--- config.mk ---
export PLATFORM = sky130hd
export DESIGN_NAME = ps2_kbd_ctrl_flat
export DESIGN_NICKNAME = d
export VERILOG_FILES = /design/src/rtl/ps2_kbd_ctrl_if.sv /design/src/rtl/ps2_kbd_ctrl.sv /design/src/flat_wrapper.sv
export SDC_FILE = /design/constraint.sdc
export NUM_CORES = 1
export LEC_CHECK = 0
export CORE_ASPECT_RATIO = 0.75
export CORE_MARGIN = 2
export CORE_UTILIZATION = 52
export DETAILED_ROUTE_END_ITERATION = 7
export HOLD_SLACK_MARGIN = 0.15
export PLACE_DENSITY_LB_ADDON = 0.25
export SETUP_SLACK_MARGIN = 0.3
export SYNTH_ARGS = -nofsm -noshare
export SYNTH_HDL_FRONTEND = slang
export SYNTH_SLANG_ARGS = --single-unit
--- constraint.sdc ---
create_clock -name clk -period 9.1 [get_ports clk]
set_input_delay 2.275 -clock clk [delete_from_list [all_inputs] [get_ports clk]]
set_output_delay 2.275 -clock clk [all_outputs]
set_load 0.005 [all_outputs]
--- src/rtl/ps2_kbd_ctrl_if.sv ---
// Keyboard-receiver and MMIO bus signals of the PS/2 scan-code sequencer.
// The master side is the SoC/receiver, the slave side is ps2_kbd_ctrl.
interface ps2_kbd_ctrl_if;
  logic [7:0]  kbd_data;
  logic        kbd_ready;
  logic        kbd_overflow;
  logic        kbd_read_enable;
  logic [1:0]  mmio_addr;
  logic        mmio_rd;
  logic        mmio_wr;
  logic [31:0] mmio_wdata;
  logic [31:0] mmio_rdata;
  logic        irq;

  modport master (
    output kbd_data, kbd_ready, kbd_overflow, mmio_addr, mmio_rd, mmio_wr, mmio_wdata,
    input  kbd_read_enable, mmio_rdata, irq
  );

  modport slave (
    input  kbd_data, kbd_ready, kbd_overflow, mmio_addr, mmio_rd, mmio_wr, mmio_wdata,
    output kbd_read_enable, mmio_rdata, irq
  );
endinterface

--- src/rtl/ps2_kbd_ctrl.sv ---
// PS/2 set-2 scan-code sequencer: prefix parser, modifier tracking and an
// MMIO-readable event queue with a level interrupt.
module ps2_kbd_ctrl #(
  parameter int EVT_AW = 3
) (
  input  logic            clk,
  input  logic            rst,
  ps2_kbd_ctrl_if.slave   bus
);
  localparam int DEPTH = 1 << EVT_AW;
  localparam logic [EVT_AW:0]   CNT_ONE  = (EVT_AW+1)'(1);
  localparam logic [EVT_AW:0]   CNT_FULL = (EVT_AW+1)'(DEPTH);
  localparam logic [EVT_AW-1:0] PTR_ONE  = EVT_AW'(1);

  typedef enum logic [2:0] {ST_BASE, ST_E0, ST_F0, ST_E0F0, ST_PAUSE} state_t;

  state_t            state_q, state_d;
  logic [2:0]        skip_q, skip_d;
  logic              lshift_q, lshift_d, rshift_q, rshift_d;
  logic              ctrl_q, ctrl_d, caps_q, caps_d;
  logic              enable_q, enable_d, irq_en_q, irq_en_d;
  logic [EVT_AW-1:0] wr_ptr_q, wr_ptr_d, rd_ptr_q, rd_ptr_d;
  logic [EVT_AW:0]   count_q, count_d;
  logic [12:0]       evt_mem [DEPTH];

  logic        nonempty, full, consume, wr_ctrl, parser_kill, flush, pop;
  logic        emit, emit_brk, emit_ext;
  logic [7:0]  emit_code;
  logic [12:0] evt_word;
  logic        unused_wdata;

  assign nonempty    = (count_q != '0);
  assign full        = (count_q == CNT_FULL);
  assign consume     = enable_q & bus.kbd_ready & ~full;
  assign wr_ctrl     = bus.mmio_wr & (bus.mmio_addr == 2'd2);
  assign parser_kill = wr_ctrl & ~bus.mmio_wdata[0];
  assign flush       = bus.mmio_wr & (bus.mmio_addr == 2'd0);
  assign pop         = bus.mmio_rd & (bus.mmio_addr == 2'd0) & nonempty;
  assign unused_wdata = ^bus.mmio_wdata[31:2];

  assign bus.kbd_read_enable = consume;
  assign bus.irq             = irq_en_q & nonempty;

  always_comb begin
    state_d   = state_q;
    skip_d    = skip_q;
    emit      = 1'b0;
    emit_brk  = 1'b0;
    emit_ext  = 1'b0;
    emit_code = bus.kbd_data;
    if (consume) begin
      case (state_q)
        ST_BASE: begin
          case (bus.kbd_data)
            8'hE0: state_d = ST_E0;
            8'hF0: state_d = ST_F0;
            8'hE1: begin state_d = ST_PAUSE; skip_d = 3'd7; end
            8'hAA, 8'hFA, 8'hFE, 8'h00, 8'hFF: ;
            default: emit = 1'b1;
          endcase
        end
        ST_E0: begin
          case (bus.kbd_data)
            8'hF0: state_d = ST_E0F0;
            8'hE0: ;
            default: begin emit = 1'b1; emit_ext = 1'b1; state_d = ST_BASE; end
          endcase
        end
        ST_F0: begin
          if (bus.kbd_data != 8'hE0 && bus.kbd_data != 8'hF0) begin
            emit = 1'b1; emit_brk = 1'b1; state_d = ST_BASE;
          end
        end
        ST_E0F0: begin
          emit = 1'b1; emit_brk = 1'b1; emit_ext = 1'b1; state_d = ST_BASE;
        end
        ST_PAUSE: begin
          // The pause sequence collapses into a single synthetic E1 make.
          if (skip_q == 3'd1) begin
            emit = 1'b1; emit_code = 8'hE1; skip_d = 3'd0; state_d = ST_BASE;
          end else begin
            skip_d = skip_q - 3'd1;
          end
        end
        default: state_d = ST_BASE;
      endcase
    end
    // A disabling CTRL write discards the byte popped on the same edge.
    if (parser_kill) begin
      state_d = ST_BASE;
      skip_d  = 3'd0;
      emit    = 1'b0;
    end
  end

  always_comb begin
    lshift_d = lshift_q;
    rshift_d = rshift_q;
    ctrl_d   = ctrl_q;
    caps_d   = caps_q;
    if (emit) begin
      if (!emit_ext && emit_code == 8'h12) lshift_d = ~emit_brk;
      if (!emit_ext && emit_code == 8'h59) rshift_d = ~emit_brk;
      if (emit_code == 8'h14)              ctrl_d   = ~emit_brk;
      if (!emit_ext && !emit_brk && emit_code == 8'h58) caps_d = ~caps_q;
    end
    evt_word = {caps_d, ctrl_d, lshift_d | rshift_d, emit_ext, emit_brk, emit_code};
  end

  always_comb begin
    wr_ptr_d = emit ? wr_ptr_q + PTR_ONE : wr_ptr_q;
    rd_ptr_d = pop  ? rd_ptr_q + PTR_ONE : rd_ptr_q;
    count_d  = count_q;
    case ({emit, pop})
      2'b10:   count_d = count_q + CNT_ONE;
      2'b01:   count_d = count_q - CNT_ONE;
      default: ;
    endcase
    if (flush) begin
      wr_ptr_d = '0;
      rd_ptr_d = '0;
      count_d  = '0;
    end
    enable_d = wr_ctrl ? bus.mmio_wdata[0] : enable_q;
    irq_en_d = wr_ctrl ? bus.mmio_wdata[1] : irq_en_q;
  end

  always_ff @(posedge clk or posedge rst) begin
    if (rst) begin
      state_q  <= ST_BASE;
      skip_q   <= 3'd0;
      lshift_q <= 1'b0;
      rshift_q <= 1'b0;
      ctrl_q   <= 1'b0;
      caps_q   <= 1'b0;
      enable_q <= 1'b1;
      irq_en_q <= 1'b0;
      wr_ptr_q <= '0;
      rd_ptr_q <= '0;
      count_q  <= '0;
    end else begin
      state_q  <= state_d;
      skip_q   <= skip_d;
      lshift_q <= lshift_d;
      rshift_q <= rshift_d;
      ctrl_q   <= ctrl_d;
      caps_q   <= caps_d;
      enable_q <= enable_d;
      irq_en_q <= irq_en_d;
      wr_ptr_q <= wr_ptr_d;
      rd_ptr_q <= rd_ptr_d;
      count_q  <= count_d;
    end
  end

  // Storage needs no reset; count/pointers define which entries are live.
  always_ff @(posedge clk) begin
    if (emit) evt_mem[wr_ptr_q] <= evt_word;
  end

  always_comb begin
    bus.mmio_rdata = '0;
    case (bus.mmio_addr)
      2'd0: if (nonempty) bus.mmio_rdata = {1'b1, 18'b0, evt_mem[rd_ptr_q]};
      2'd1: begin
        bus.mmio_rdata[0]              = nonempty;
        bus.mmio_rdata[1]              = full;
        bus.mmio_rdata[2]              = bus.kbd_overflow;
        bus.mmio_rdata[3 +: EVT_AW+1]  = count_q;
      end
      2'd2: bus.mmio_rdata[1:0] = {irq_en_q, enable_q};
      default: ;
    endcase
  end
endmodule

--- src/flat_wrapper.sv ---
// flat-port wrapper written by rule: the top's interface ports become plain ports
module ps2_kbd_ctrl_flat 
#(
  parameter int EVT_AW = 3
)
  (clk, rst, bus_kbd_data, bus_kbd_ready, bus_kbd_overflow, bus_mmio_addr, bus_mmio_rd, bus_mmio_wr, bus_mmio_wdata, bus_kbd_read_enable, bus_mmio_rdata, bus_irq);
  ps2_kbd_ctrl_if bus_i ();
  input  logic clk;
  input  logic rst;
  input wire logic [$bits(bus_i.kbd_data)-1:0] bus_kbd_data;
  input wire logic [$bits(bus_i.kbd_ready)-1:0] bus_kbd_ready;
  input wire logic [$bits(bus_i.kbd_overflow)-1:0] bus_kbd_overflow;
  input wire logic [$bits(bus_i.mmio_addr)-1:0] bus_mmio_addr;
  input wire logic [$bits(bus_i.mmio_rd)-1:0] bus_mmio_rd;
  input wire logic [$bits(bus_i.mmio_wr)-1:0] bus_mmio_wr;
  input wire logic [$bits(bus_i.mmio_wdata)-1:0] bus_mmio_wdata;
  output wire logic [$bits(bus_i.kbd_read_enable)-1:0] bus_kbd_read_enable;
  output wire logic [$bits(bus_i.mmio_rdata)-1:0] bus_mmio_rdata;
  output wire logic [$bits(bus_i.irq)-1:0] bus_irq;
  assign bus_i.kbd_data = bus_kbd_data;
  assign bus_i.kbd_ready = bus_kbd_ready;
  assign bus_i.kbd_overflow = bus_kbd_overflow;
  assign bus_i.mmio_addr = bus_mmio_addr;
  assign bus_i.mmio_rd = bus_mmio_rd;
  assign bus_i.mmio_wr = bus_mmio_wr;
  assign bus_i.mmio_wdata = bus_mmio_wdata;
  assign bus_kbd_read_enable = bus_i.kbd_read_enable;
  assign bus_mmio_rdata = bus_i.mmio_rdata;
  assign bus_irq = bus_i.irq;
  ps2_kbd_ctrl #(.EVT_AW(EVT_AW)) u_core (.clk(clk), .rst(rst), .bus(bus_i));
endmodule
== Yosys cells after proc, flatten, opt, wreduce, memory -nomap -nowiden ==
Memory sizes are Yosys's and may differ from the RTL's.
Index checks and enable logic that the tools add are counted.

* Add/sub/neg operators: 5
* Multipliers: 0
* Div/mod/pow operators: 0
* Order comparisons: 0
* Equality and inequality tests: 28
* Shift-type cells: 0
* Multiplexer cells: 46
* Bitwise logic cells: 13
* Reduce and logical (&&, ||, !) cells: 20

{| class="wikitable"
|+ Operators by type and width
! operator !! number
|-
| 8-bit equality test (second input constant) || 7
|-
| 3-bit two-way mux || 12
|-
| 32-bit two-way mux || 1
|-
| 25-bit two-way mux || 1
|-
| 8-bit two-way mux || 3
|-
| 1-bit two-way mux || 18
|-
| 8-bit by 5-bit equality test with 1-bit output (second input constant) || 2
|-
| 8-bit by 7-bit equality test with 1-bit output (second input constant) || 2
|-
| 8-bit != test (second input constant) || 2
|-
| 3-bit one-hot mux with 2 select lines || 2
|-
| 3-bit one-hot mux with 4 select lines || 1
|-
| 5-bit one-hot mux with 2 select lines || 1
|-
| 3-bit one-hot mux with 3 select lines || 1
|-
| 1-bit bitwise AND || 8
|-
| 8-bit zero test || 1
|-
| 4-bit one-hot mux with 2 select lines || 1
|-
| 8-bit OR reduction || 1
|-
| 3-bit by 1-bit adder with 3-bit output (second input constant) || 2
|-
| 3-bit by 1-bit equality test with 1-bit output (second input constant) || 2
|-
| 3-bit by 2-bit equality test with 1-bit output (second input constant) || 2
|-
| 3-bit by 1-bit != test with 1-bit output (second input constant) || 2
|-
| 3-bit by 2-bit != test with 1-bit output (second input constant) || 2
|-
| 2-bit one-hot mux with 3 select lines || 1
|-
| 2-bit nonzero test || 3
|-
| other kinds (22) || 34
|}

* Register bits: 22
* Latch bits: 0
* Memory bits (writable): 104
* Bits in read-only memories: 0
* Logic and storage cells: 124
* Memories kept: 1

{| class="wikitable"
|+ Memory list
! memory !! depth !! width !! rd ports !! clocked after Yosys merged registers in !! write ports !! line !! RTL
|-
| u_core.evt_mem || 8 || 13 || 1 || 0 || 1 || ps2_kbd_ctrl.sv:24 || <nowiki>logic [12:0] evt_mem [DEPTH];</nowiki>
|}

== Longest topological paths before layout ==
Gate-level depths: netlist of the first run.

* Depth in word-level cells: 10
* Gate-level depth with buffers: 16
* Depth with buffers taken out: 14

== Worst setup path before layout of the first run ==
OpenSTA, ideal clock, no wires.

* Path type: input to output
* From: input port bus_mmio_addr[0]
* To: output port bus_mmio_rdata[3]
* Arrival time: 2.891 ns
* Required time: 6.825 ns
* Setup slack: 3.934 ns
* Cell stages on the path: 4
* Path through: nor2_1 > nand2b_1 > clkbuf_1 > o21ai_0

* Longest elaborated chain between the ends: 2
* Elaborated cells between the ends (all ways): 3
* Classes of those cells: eq/ne (1); mux (1); reduce/logical (1)

{| class="wikitable"
|+ Ends and longest elaborated chain
! item !! line !! RTL
|-
| from (decl) || flat_wrapper.sv:13 || <nowiki>input wire logic [$bits(bus_i.mmio_addr)-1:0] bus_mmio_addr;</nowiki>
|-
| 2-bit by 1-bit equality test with 1-bit output / 2-bit zero test (equally long branches) || ps2_kbd_ctrl.sv:163 || <nowiki>case (bus.mmio_addr)</nowiki>
|-
| 5-bit one-hot mux with 2 select lines * || ps2_kbd_ctrl.sv:163 ||
|-
| to (decl) || flat_wrapper.sv:18 || <nowiki>output wire logic [$bits(bus_i.mmio_rdata)-1:0] bus_mmio_rdata;</nowiki>
|}

Mark *: on every way between the ends. The rest lies on a longest branch, timed or not.

== Final worst setup path of the first run ==
* From: input port bus_mmio_addr[0]
* To: output port bus_mmio_rdata[12]

* Longest elaborated chain between the ends: 2

{| class="wikitable"
|+ Ends and longest elaborated chain
! item !! line
|-
| 2-bit zero test || ps2_kbd_ctrl.sv:163
|-
| 25-bit two-way mux || ps2_kbd_ctrl.sv:163
|}

Every way passes these cells.

==> out/qor.csv, run 1 <==
stage,metric,value,unit
grt,antenna_found_initial,0,
sta,finalClockSkew,0.00935,ns
pwr,internal_power,1.34,mW
route,drt_iter0_markers,268,
grt,grt_pass1_vias,3431,
sta,final.setup.tns,0,ns
place,routabilityCongestion,0.830,
critical_path,start_kind,primary input,
floorplanning,ios,82,
pwr,irDropWorstVdd,0.170,mV
cells_and_area,antenna_cells,0,
cts,hold_buffers,0,
critical_path,critPathRequiredTime,6.83,ns
flow_run,maxCapViolCount,0,
critical_path,critical-path-slowest-cell,clkdlybuf4s50_1,
grt,grt_max_degree,29,
place,port_buffers,33,
route,drc,0,
sta,grt_setup_unrepaired,no,
route,vias,3500,
cts,cts_setup_buffers,0,
cells_and_area,layout-drive-gt1-share,16.8,%
pwr,power_density,259,nW/µm²
pwr,p_sw,0.464,mW
cells_and_area,area_growth,16.2,%
pwr,p_clk_share,37.7,%
critical_path,crit_path_end_kind,primary output,
route,drt-wirelength-per-cell,20.4,µm
sta,timing.slew.headroom,34.3,%
pwr,leakage,2.42,nW
yosys,ys_seq_area_share,61.5,%
yosys,ys_async_sr_fraction,17.5,%
cts,clk_latency,0.41,ns
route,routed_wl,12100,µm
sta,final-hold-violation-count,0,
floorplanning,die_w,128,µm
critical_path,crit_fanout,12,
sta,fin_crit,6.63,ns
run_status,status,finished clean,
floorplanning,core-area,11100,µm²
sta,drv_slew,0,
sta,tightest_slew,0.986,ns
yosys,yosysUniqueCellTypes,70,
cts,cts_tree,done,
cells_and_area,nNetsFinal,494,
floorplanning,core.rowCount,33,
pwr,seq_power_share,41.9,%
yosys,synth_ff_type,edfxtp_1,
floorplanning,die-area,12400,µm²
cells_and_area,final_cell_area,6950,µm²
floorplanning,start_util,54.0,%
critical_path,crit_arrival,4.36,ns
cts,cts.clk_slew.worst_paths,0.05,ns
route,drtPass1Iterations,4,
yosys,synth_area,5980,µm²
yosys,synth-edff-count,104,
cts,cts.path.max_buffers,2,
cells_and_area,final_util,62.8,%
yosys,synthCells,406,
min_path,hold_path_class,reg2reg,
grt,grt.total_usage,20.7,%
sta,fmax,151,MHz
pwr,switching_share,25.8,%
place,hpwl,7700,µm
critical_path,crit_chain,clkdlybuf4s50_1 > nor2_1 > nand2b_1 > nor2_1 > clkdlybuf4s50_1,
place,place_area,6340,µm²
sta,finalCritPeriodShare,72.9,%
critical_path,path_class,in2out,
yosys,syn_avg_cell_area,14.7,µm²
grt,overflow,0,
cts,postCtsResizedCells,0,
cts,cts_buffers,17,
grt,grt_pass1_wl,18900,µm
yosys,yosys_warnings,0,
route,via_per_inst,5.91,
critical_path,slowest_delay,0.56,ns
yosys,synth-seq-cells,126,
floorplanning,die_y,96.8,µm
sta,setup_viol,0,
cts,cts-root-buf,clkbuf_16,
cts,cts.sinks,126,
route,drtAntennaViolNets,0,
cts,htreeDepth,4,
pwr,combPwrFrac,20.3,%
-- registers in the layout, indices dropped and copies added, names as in the netlist, 3 cells and up --
name             cells
u_core.evt_mem     104
u_core.wr_ptr_q      3
u_core.state_q       3
u_core.skip_q        3
u_core.count_q       4
u_core.rd_ptr_q      3
-- cell usage after synthesis (all sizes together), types with 4 or more instances --
library cell | n | area, µm²
edfxtp | 104 | 3120
buf | 28 | 191
mux4 | 26 | 586
nor2 | 25 | 93.8
nand2 | 22 | 82.6
dfrtp | 21 | 526
mux2i | 15 | 150
o21ai | 12 | 60.1
a21oi | 11 | 55.1
clkbuf | 11 | 42.5
nor2b | 10 | 62.6
inv | 9 | 33.8
a211oi | 7 | 67.6
ha | 7 | 87.6
or2 | 7 | 43.8
xor2 | 7 | 61.3
mux2 | 5 | 56.3
nand3 | 5 | 25.0
and4b | 4 | 40.0
nand2b | 4 | 25.0
-- critical path: cells and delay by family --
| family | cells | cell delay [ns] |
|---|---|---|
| buf+inv | 2 | 1.10 |
| simple gates | 3 | 0.96 |
-- metrics by stage --
stage | setup WS, ns | total power [mW] | hold slack (ns) | instances
global route | 2.36 | 1.88 | 0.553 | 592
detailed placement | 2.47 | 1.13 | 0.512 | 560
global placement | 2.52 | 1.12 | 0.506 | 560
finish | 2.47 | 1.80 | 0.523 | 592
floorplan | 3.93 | 1.02 | 0.482 | 423
CTS | 2.45 | 1.82 | 0.524 | 592
-- power by group through the flow --
| stage | combinational, mW | sequential, mW | clock (mW) |
|---|---|---|---|
| after global routing | 0.400 | 0.767 | 0.711 |
| after CTS | 0.371 | 0.758 | 0.689 |
| final | 0.366 | 0.756 | 0.680 |
| after global placement | 0.357 | 0.761 | 0 |
| after detailed placement | 0.367 | 0.767 | 0 |
| after floorplan | 0.305 | 0.713 | 0 |
-- worst paths after layout --
kind	start	end	slack [ns]	cells after the start
max	bus_mmio_addr[0]	bus_mmio_rdata[12]	2.47	5
min	u_core.rshift_q	u_core.rshift_q	0.52	1
max reg2reg	u_core.state_q[0]	u_core.count_q[2]	5.20	12
min reg2reg	u_core.rshift_q	u_core.rshift_q	0.52	1
max in group asynchronous	rst	u_core.rd_ptr_q[0]	6.08	2
min in group asynchronous	rst	u_core.count_q[0]	2.38	2
-- layout make-up --
| cell class | instances | area, µm² |
|---|---|---|
| repair buffers | 36 | 353 |
| well taps | 140 | 175 |
| multi-input cells | 249 | 2100 |
| clock inverters | 5 | 76.3 |
| clock buffers | 27 | 534 |
| fillers | 809 | 4120 |
| flip-flops and latches | 126 | 3680 |
| inverters | 9 | 33.8 |
-- per-layer routing --
| metal | vias to the layer above | track usage (%) | share of wire (%) |
|---|---|---|---|
| met5 | - | 0 | 0 |
| met4 | 0 | 4.40 | 0.61 |
| met3 | 10 | 5.97 | 5.9 |
| met2 | 124 | 32.5 | 47 |
| met1 | 1761 | 29.3 | 46 |
| li1 | 1605 | - | - |
-- placed cells by master (no fill, tap or decap), types with 4 or more instances in the layout --
| master | n |
|---|---|
| nand2b_1 | 4 |
| a21oi_1 | 11 |
| mux2_2 | 4 |
| mux4_2 | 26 |
| a211oi_1 | 4 |
| ha_1 | 7 |
| nand3_1 | 5 |
| o21ai_0 | 12 |
| and4b_1 | 4 |
| xor2_1 | 7 |
| nor2_1 | 25 |
| edfxtp_1 | 104 |
| nor2b_1 | 10 |
| mux2i_1 | 15 |
| inv_1 | 9 |
| or2_2 | 7 |
| clkdlybuf4s50_1 | 33 |
| nand2_1 | 22 |
| clkbuf_16 | 18 |
| clkbuf_8 | 5 |
| clkbuf_1 | 4 |
| dfrtp_1 | 20 |
| conb_1 | 18 |
-- logic make-up (layout without fill, tap and decap cells) --
logic type      after synthesis  in the layout  synth area share [%]
compound gates               55             55                  6.97
xor+xnor                      8              8                  1.17
mux                          46             46                  13.3
fa+ha+maj                     7              7                  1.47
other cells                   1             18                0.0627
flops                       126            126                  61.5
buf+inv                      48             77                  4.48
simple gates                115            115                  11.1
Note: power is estimated with default switching activity, not from simulation.
==> run 2, diff against run 1 <==
Clock period 9.1 ns to 6.6 ns, I/O delays scaled along.
==> out/qor.csv, run 2 (synthesis results as in run 1) <==
stage,metric,value,unit,change
route,routed_wl,12000,µm,-1.0%
critical_path,start_kind,primary input,,
sta,final.setup.tns,0,ns,unchanged
grt,antenna_found_initial,0,,unchanged
cts,cts-root-buf,clkbuf_16,,
floorplanning,core-area,11100,µm²,unchanged
cells_and_area,antenna_cells,0,,unchanged
floorplanning,core.rowCount,33,,unchanged
grt,grt.total_usage,21.0,%,+0.28 points
floorplanning,die-area,12400,µm²,unchanged
cells_and_area,largest_reg_flops,104,,unchanged
place,place_area,6340,µm²,+0.12%
cells_and_area,final_cell_area,6940,µm²,about the same
min_path,holdPathEnd,u_core.irq_en_q,,
run_status,status,finished clean,,
cts,cts.sinks,126,,unchanged
cts,clk_latency,0.41,ns,about the same
floorplanning,die_y,96.8,µm,unchanged
cts,hold_buffers,0,,unchanged
min_path,hold_path_class,reg2reg,,
cells_and_area,mostFrequentLayoutCells,"edfxtp_1 (104), clkdlybuf4s50_1 (33), mux4_2 (26)",,
flow_run,maxCapViolCount,0,,unchanged
route,drtPass1Iterations,4,,unchanged
min_path,hp-start,u_core.irq_en_q,,
critical_path,reg2reg_setup_slack,2.96,ns,-2.24 ns
cts,htreeDepth,4,,unchanged
cells_and_area,multi_input_area,2100,µm²,unchanged
floorplanning,start_util,54.0,%,unchanged
critical_path,worstReg2RegEnd,u_core.count_q[2],,
place,routabilityCongestion,0.834,,+0.55%
route,via_per_inst,5.85,,-1.0%
sta,timing.slew.headroom,32.1,%,-2.2 points
cts,cts_setup_buffers,0,,unchanged
critical_path,path_class,in2out,,
sta,finalClockSkew,0.00747,ns,-0.00188 ns
cts,postCtsResizedCells,0,,unchanged
grt,grt_pass1_vias,3449,,+0.52%
critical_path,crit_buf_inv,2,,unchanged
place,hpwl,7690,µm,-0.22%
cells_and_area,fillerInstances,839,,+3.7%
critical_path,reg2reg_depth,12,,unchanged
critical_path,cp_top_family,buffers and inverters,,
sta,grt_setup_unrepaired,no,,
sta,drv_slew,0,,unchanged
cells_and_area,final_common_cell,edfxtp_1,,
critical_path,crit_arrival,3.72,ns,-0.64 ns
sta,fin_crit,5.37,ns,
critical_path,critPathRequiredTime,4.95,ns,-1.88 ns
critical_path,crit_path_end_kind,primary output,,
critical_path,critical-path-slowest-cell,clkdlybuf4s50_1,,
critical_path,r2r-start,u_core.count_q[2],,
route,vias,3471,,-0.83%
cells_and_area,seqCellArea,3680,µm²,unchanged
cells_and_area,regMostFlops,u_core.evt_mem,,
cts,cts_tree,done,,
pwr,power_density,356,nW/µm²,+37%
critical_path,startpoint,bus_mmio_addr[0],,
cells_and_area,largestRegisters,"u_core.evt_mem x104, u_core.count_q x4",,
cells_and_area,nNetsFinal,495,,+0.20%
pwr,irDropWorstVdd,0.189,mV,+11%
route,drt-wirelength-per-cell,20.2,µm,-1.2%
grt,overflow,0,,unchanged
grt,grt_max_degree,29,,unchanged
floorplanning,ios,82,,unchanged
sta,setup_viol,0,,unchanged
route,drt_iter0_markers,259,,-3.4%
cts,cts_buffers,17,,unchanged
min_path,hold_path_depth,1,,unchanged
critical_path,crit_fanout,12,,unchanged
sta,fmax,186,MHz,
pwr,power,2.47,mW,+37%
sta,final-hold-violation-count,0,,unchanged
place,port_buffers,33,,unchanged
route,drtAntennaViolNets,0,,unchanged
grt,grt_pass1_wl,19100,µm,+1.1%
cts,cts.clk_slew.worst_paths,0.06,ns,about the same
cells_and_area,area_growth,16.2,%,about the same
critical_path,crit_path_frequent_cell,clkdlybuf4s50_1,,
floorplanning,die_w,128,µm,unchanged
pwr,leakage,2.43,nW,+0.16%
sta,finalCritPeriodShare,81.3,%,
cts,cts.path.max_buffers,2,,unchanged
critical_path,slowest_delay,0.56,ns,about the same
critical_path,crit_chain,clkdlybuf4s50_1 > nor2_1 > nand2b_1 > o21ai_0 > clkdlybuf4s50_1,,
cells_and_area,layout-drive-gt1-share,17.9,%,+1.1 points
route,drc,0,,unchanged
sta,tightest_slew,1.02,ns,+0.0323 ns
[run 2: cell types whose count changed in the layout (fill, tap and decap cells not counted), sizes merged]
cell and change:
clkbuf -10, clkinv +3, clkinvlp -1, buf +1
inv +8
[run 2: cell type report]
| class | instances | share of cell area [%] |
|---|---|---|
| inverter | 9 | 0.487 |
| tap | 140 | 2.52 |
| clock inverter | 15 | 2.50 |
| multi-input combinational | 249 | 30.2 |
| sequential | 126 | 52.9 |
| timing repair buffer | 37 | 5.19 |
| clock buffer | 17 | 6.13 |
[run 2: how the worst max path moves through the flow]
stage                                   end  depth (start not counted)
after global placement    bus_mmio_rdata[6]                          5
final                     bus_mmio_rdata[3]                          5
after detailed placement  u_core.count_q[2]                         14
after global routing      bus_mmio_rdata[5]                          5
after CTS                 bus_mmio_rdata[6]                          5
after floorplan           u_core.count_q[2]                         15
[run 2: layer usage]
layer	global-route usage, %	share of wire [%]
met5	0	0
met2	32.0	47
met4	6.68	1.2
met1	29.4	45
met3	6.14	6.4
[run 2: power breakdown]
part | internal, mW | leakage (nW) | switching (mW) | total, mW
registers | 0.935 | 1.23 | 0.118 | 1.05
clock network | 0.568 | 0.295 | 0.364 | 0.932
logic | 0.281 | 0.899 | 0.206 | 0.487
[run 2: per-stage QoR]
step                setup WS, ns  instances  hold slack [ns]  util [%]
detailed placement          1.25        561            0.515      57.3
CTS                         1.19        593            0.528      62.7
global placement            1.27        561            0.505      57.3
global route                1.06        593            0.559      62.7
floorplan                   2.19        423            0.482         -
finish                      1.23        593            0.524      62.7
[run 2: worst reg2reg max path: cells and delay by family, from the launching register on]
kind,cells,cell delay [ns]
adders and majority gates,2,0.50
DFF,1,0.45
and+or+nand+nor,4,1.79
xor gates and xnor gates,2,0.26
AOI/OAI and AO/OA,2,0.28
buffers and inverters,2,0.29
==> patch (config.mk and constraints of run 1) <==
Put a register stage on the output `bus.irq`. The value now appears one clock later.
--- a/src/rtl/ps2_kbd_ctrl.sv
+++ b/src/rtl/ps2_kbd_ctrl.sv
@@ -39,7 +39,9 @@
   assign unused_wdata = ^bus.mmio_wdata[31:2];
 
   assign bus.kbd_read_enable = consume;
-  assign bus.irq             = irq_en_q & nonempty;
+  always_ff @(posedge clk) begin
+    bus.irq <= irq_en_q & nonempty;
+  end
 
   always_comb begin
     state_d   = state_q;
Check against the original RTL: not equivalent (Yosys sat finds a counterexample within 4 cycles, from zero or initial values and one cycle with rst high).
==> patch against run 1 <==
Power is 2.1% higher. Wire length is 3.1% higher. Die area is 0.83% higher. Critical path depth is 1 lower. Synthesized area is 0.86% higher. Via count is 5.2% higher. Final area is 1.4% higher. Worst setup slack worse by 0.039 ns. Sequential cell count is 1 higher. Critical endpoint is now bus_mmio_rdata[4]. Largest cell class unchanged. Largest power group unchanged.
==> patch: results (changes against run 1) <==
Timing
  • Worst slew margin: 0.365 (+0.0224)
  • Final Skew: 0.0103 ns (+0.000915 ns)

Drt
  • # DRC: 0 (unchanged)
  • Met3 WL: 783 um (+10%)
  • M1 WL: 5560 um (-0.29%)
  • Met2 Wirelength: 6000 um (+4.6%)
  • DRT Pass-1 Iters: 5 (+1)
  • Via count: 3681 (+5.2%)
  • DRT iter0 DRCs: 320 (+19%)

Layout
  • Fin nets: 511 (+3.4%)
  • Layout fillers: 860 (+6.3%)
  • Seq cells: 127 (+0.79%)
  • Biggest regs: u_core.evt_mem: 104 flops, u_core.count_q: 4 flops
  • Buffering overhead: 0.0586 (+0.00780)
  • Share of layout cells above drive strength 1: 0.211 (+0.0429)
  • Signal buffers: 44 (+22%)
  • Clock buffer cells: 18 (-33%)
  • Inverter count: 14 (+5)
  • Multi-input gate area: 2130 sq um (+1.7%)
  • Seq/total area: 0.525 (-0.00468)

GRT
  • Met3 GRT Util: 0.0468 (-0.0129)
  • Met1 usage: 0.309 (+0.0161)
  • Total GRT Usage: 0.218 (+0.0101)
  • M2 GR Usage: 0.339 (+0.0142)

Power and ir drop
  • Max VDD drop: 0.157 mV (-7.7%)
  • Lkg Pwr: 2.44 nW (+0.73%)
  • Sw power: 533 uW (+15%)

Yosys
  • Seq/Total Area, Yosys: 0.613 (-0.00191)
  • XOR/XNOR Fraction of Synth Area: 0.0131 (+0.00135)
  • Synth Area in Adders: 0.0145 (-0.000125)
  • Compound-Gate Fraction of Synth Area: 0.0724 (+0.00273)
  • Netlist cell types: 66 (-5.7%)
  • Synth area leaders: edfxtp_1, mux4_2, dfrtp_1, buf_4, mux2i_1
  • Mux cell area share after synthesis: 0.130 (-0.00237)

Critical path
  • Worst R2R Setup Slack: 5.51 ns (+0.31 ns)
  • Critical Path AT: 4.40 ns (+0.04 ns)
  • Max stage delay on crit path: 0.71 ns (+0.15 ns)
  • Critical path's slowest cell: or3_1

CTS
  • H-tree Lvls: 4 (unchanged)

Outcome
  • Outcome: complete, no violations

Place
  • Post-DP HPWL: 7920 um (+2.9%)
  • GP Congestion: 0.853 (+2.8%)
==> patch: cell count changes after synthesis, moves of 3 or more <==
cell	before	now
o211ai_1	1	5
and2b_1	3	0
mux2i_1	15	12
o2111ai_1	1	5
clkbuf_1	10	14
nor2_1	25	22
and4b_1	4	1
nor3_1	3	9
inv_1	9	14
mux2_2	4	7
nand3_1	5	9
a31oi_1	1	5
a21oi_1	11	8
==> patch: per-stage QoR <==
step            util  instance area [sq um]  worst slack (ns)  hold slack [ns]  std cells
2_1_floorplan      -                   6090              3.76            0.471        435
3_3_place_gp   0.566                   6470              2.40            0.494        581
3_5_place_dp   0.566                   6470              2.39            0.507        581
4_1_cts        0.616                   7050              2.38            0.521        613
5_1_grt        0.616                   7050              2.30            0.542        613
6_report       0.616                   7050              2.43            0.514        613
==> patch: power by group through the flow <==
stage                     Sequential [mW]  Combinational [mW]  Clock (mW)
after CTS                           0.762               0.430       0.661
after detailed placement            0.774               0.428           0
after floorplan                     0.718               0.352           0
after global routing                0.773               0.466       0.685
after global placement              0.770               0.420           0
final                               0.760               0.427       0.653
==> patch: path summary, 6_finish.rpt <==
path,startpoint,to,cells past startpoint
hold reg to reg,u_core.irq_en_q,u_core.bus.irq,1
setup reg to reg,u_core.skip_q[0],u_core.count_q[2],12
hold / removal,u_core.irq_en_q,u_core.bus.irq,1
min in group asynchronous,rst,u_core.count_q[2],2
max in group asynchronous,rst,u_core.rd_ptr_q[0],2
setup / recovery,bus_mmio_addr[0],bus_mmio_rdata[4],4
==> patch: cells by family (layout without fill, tap and decap cells) <==
logic type	count (synthesis)	count (layout)
flops	127	127
simple gates	113	113
compound gates	60	60
buf+inv	56	90
mux	45	45
xor+xnor	9	9
fa+ha+maj	7	7
other cells	1	18
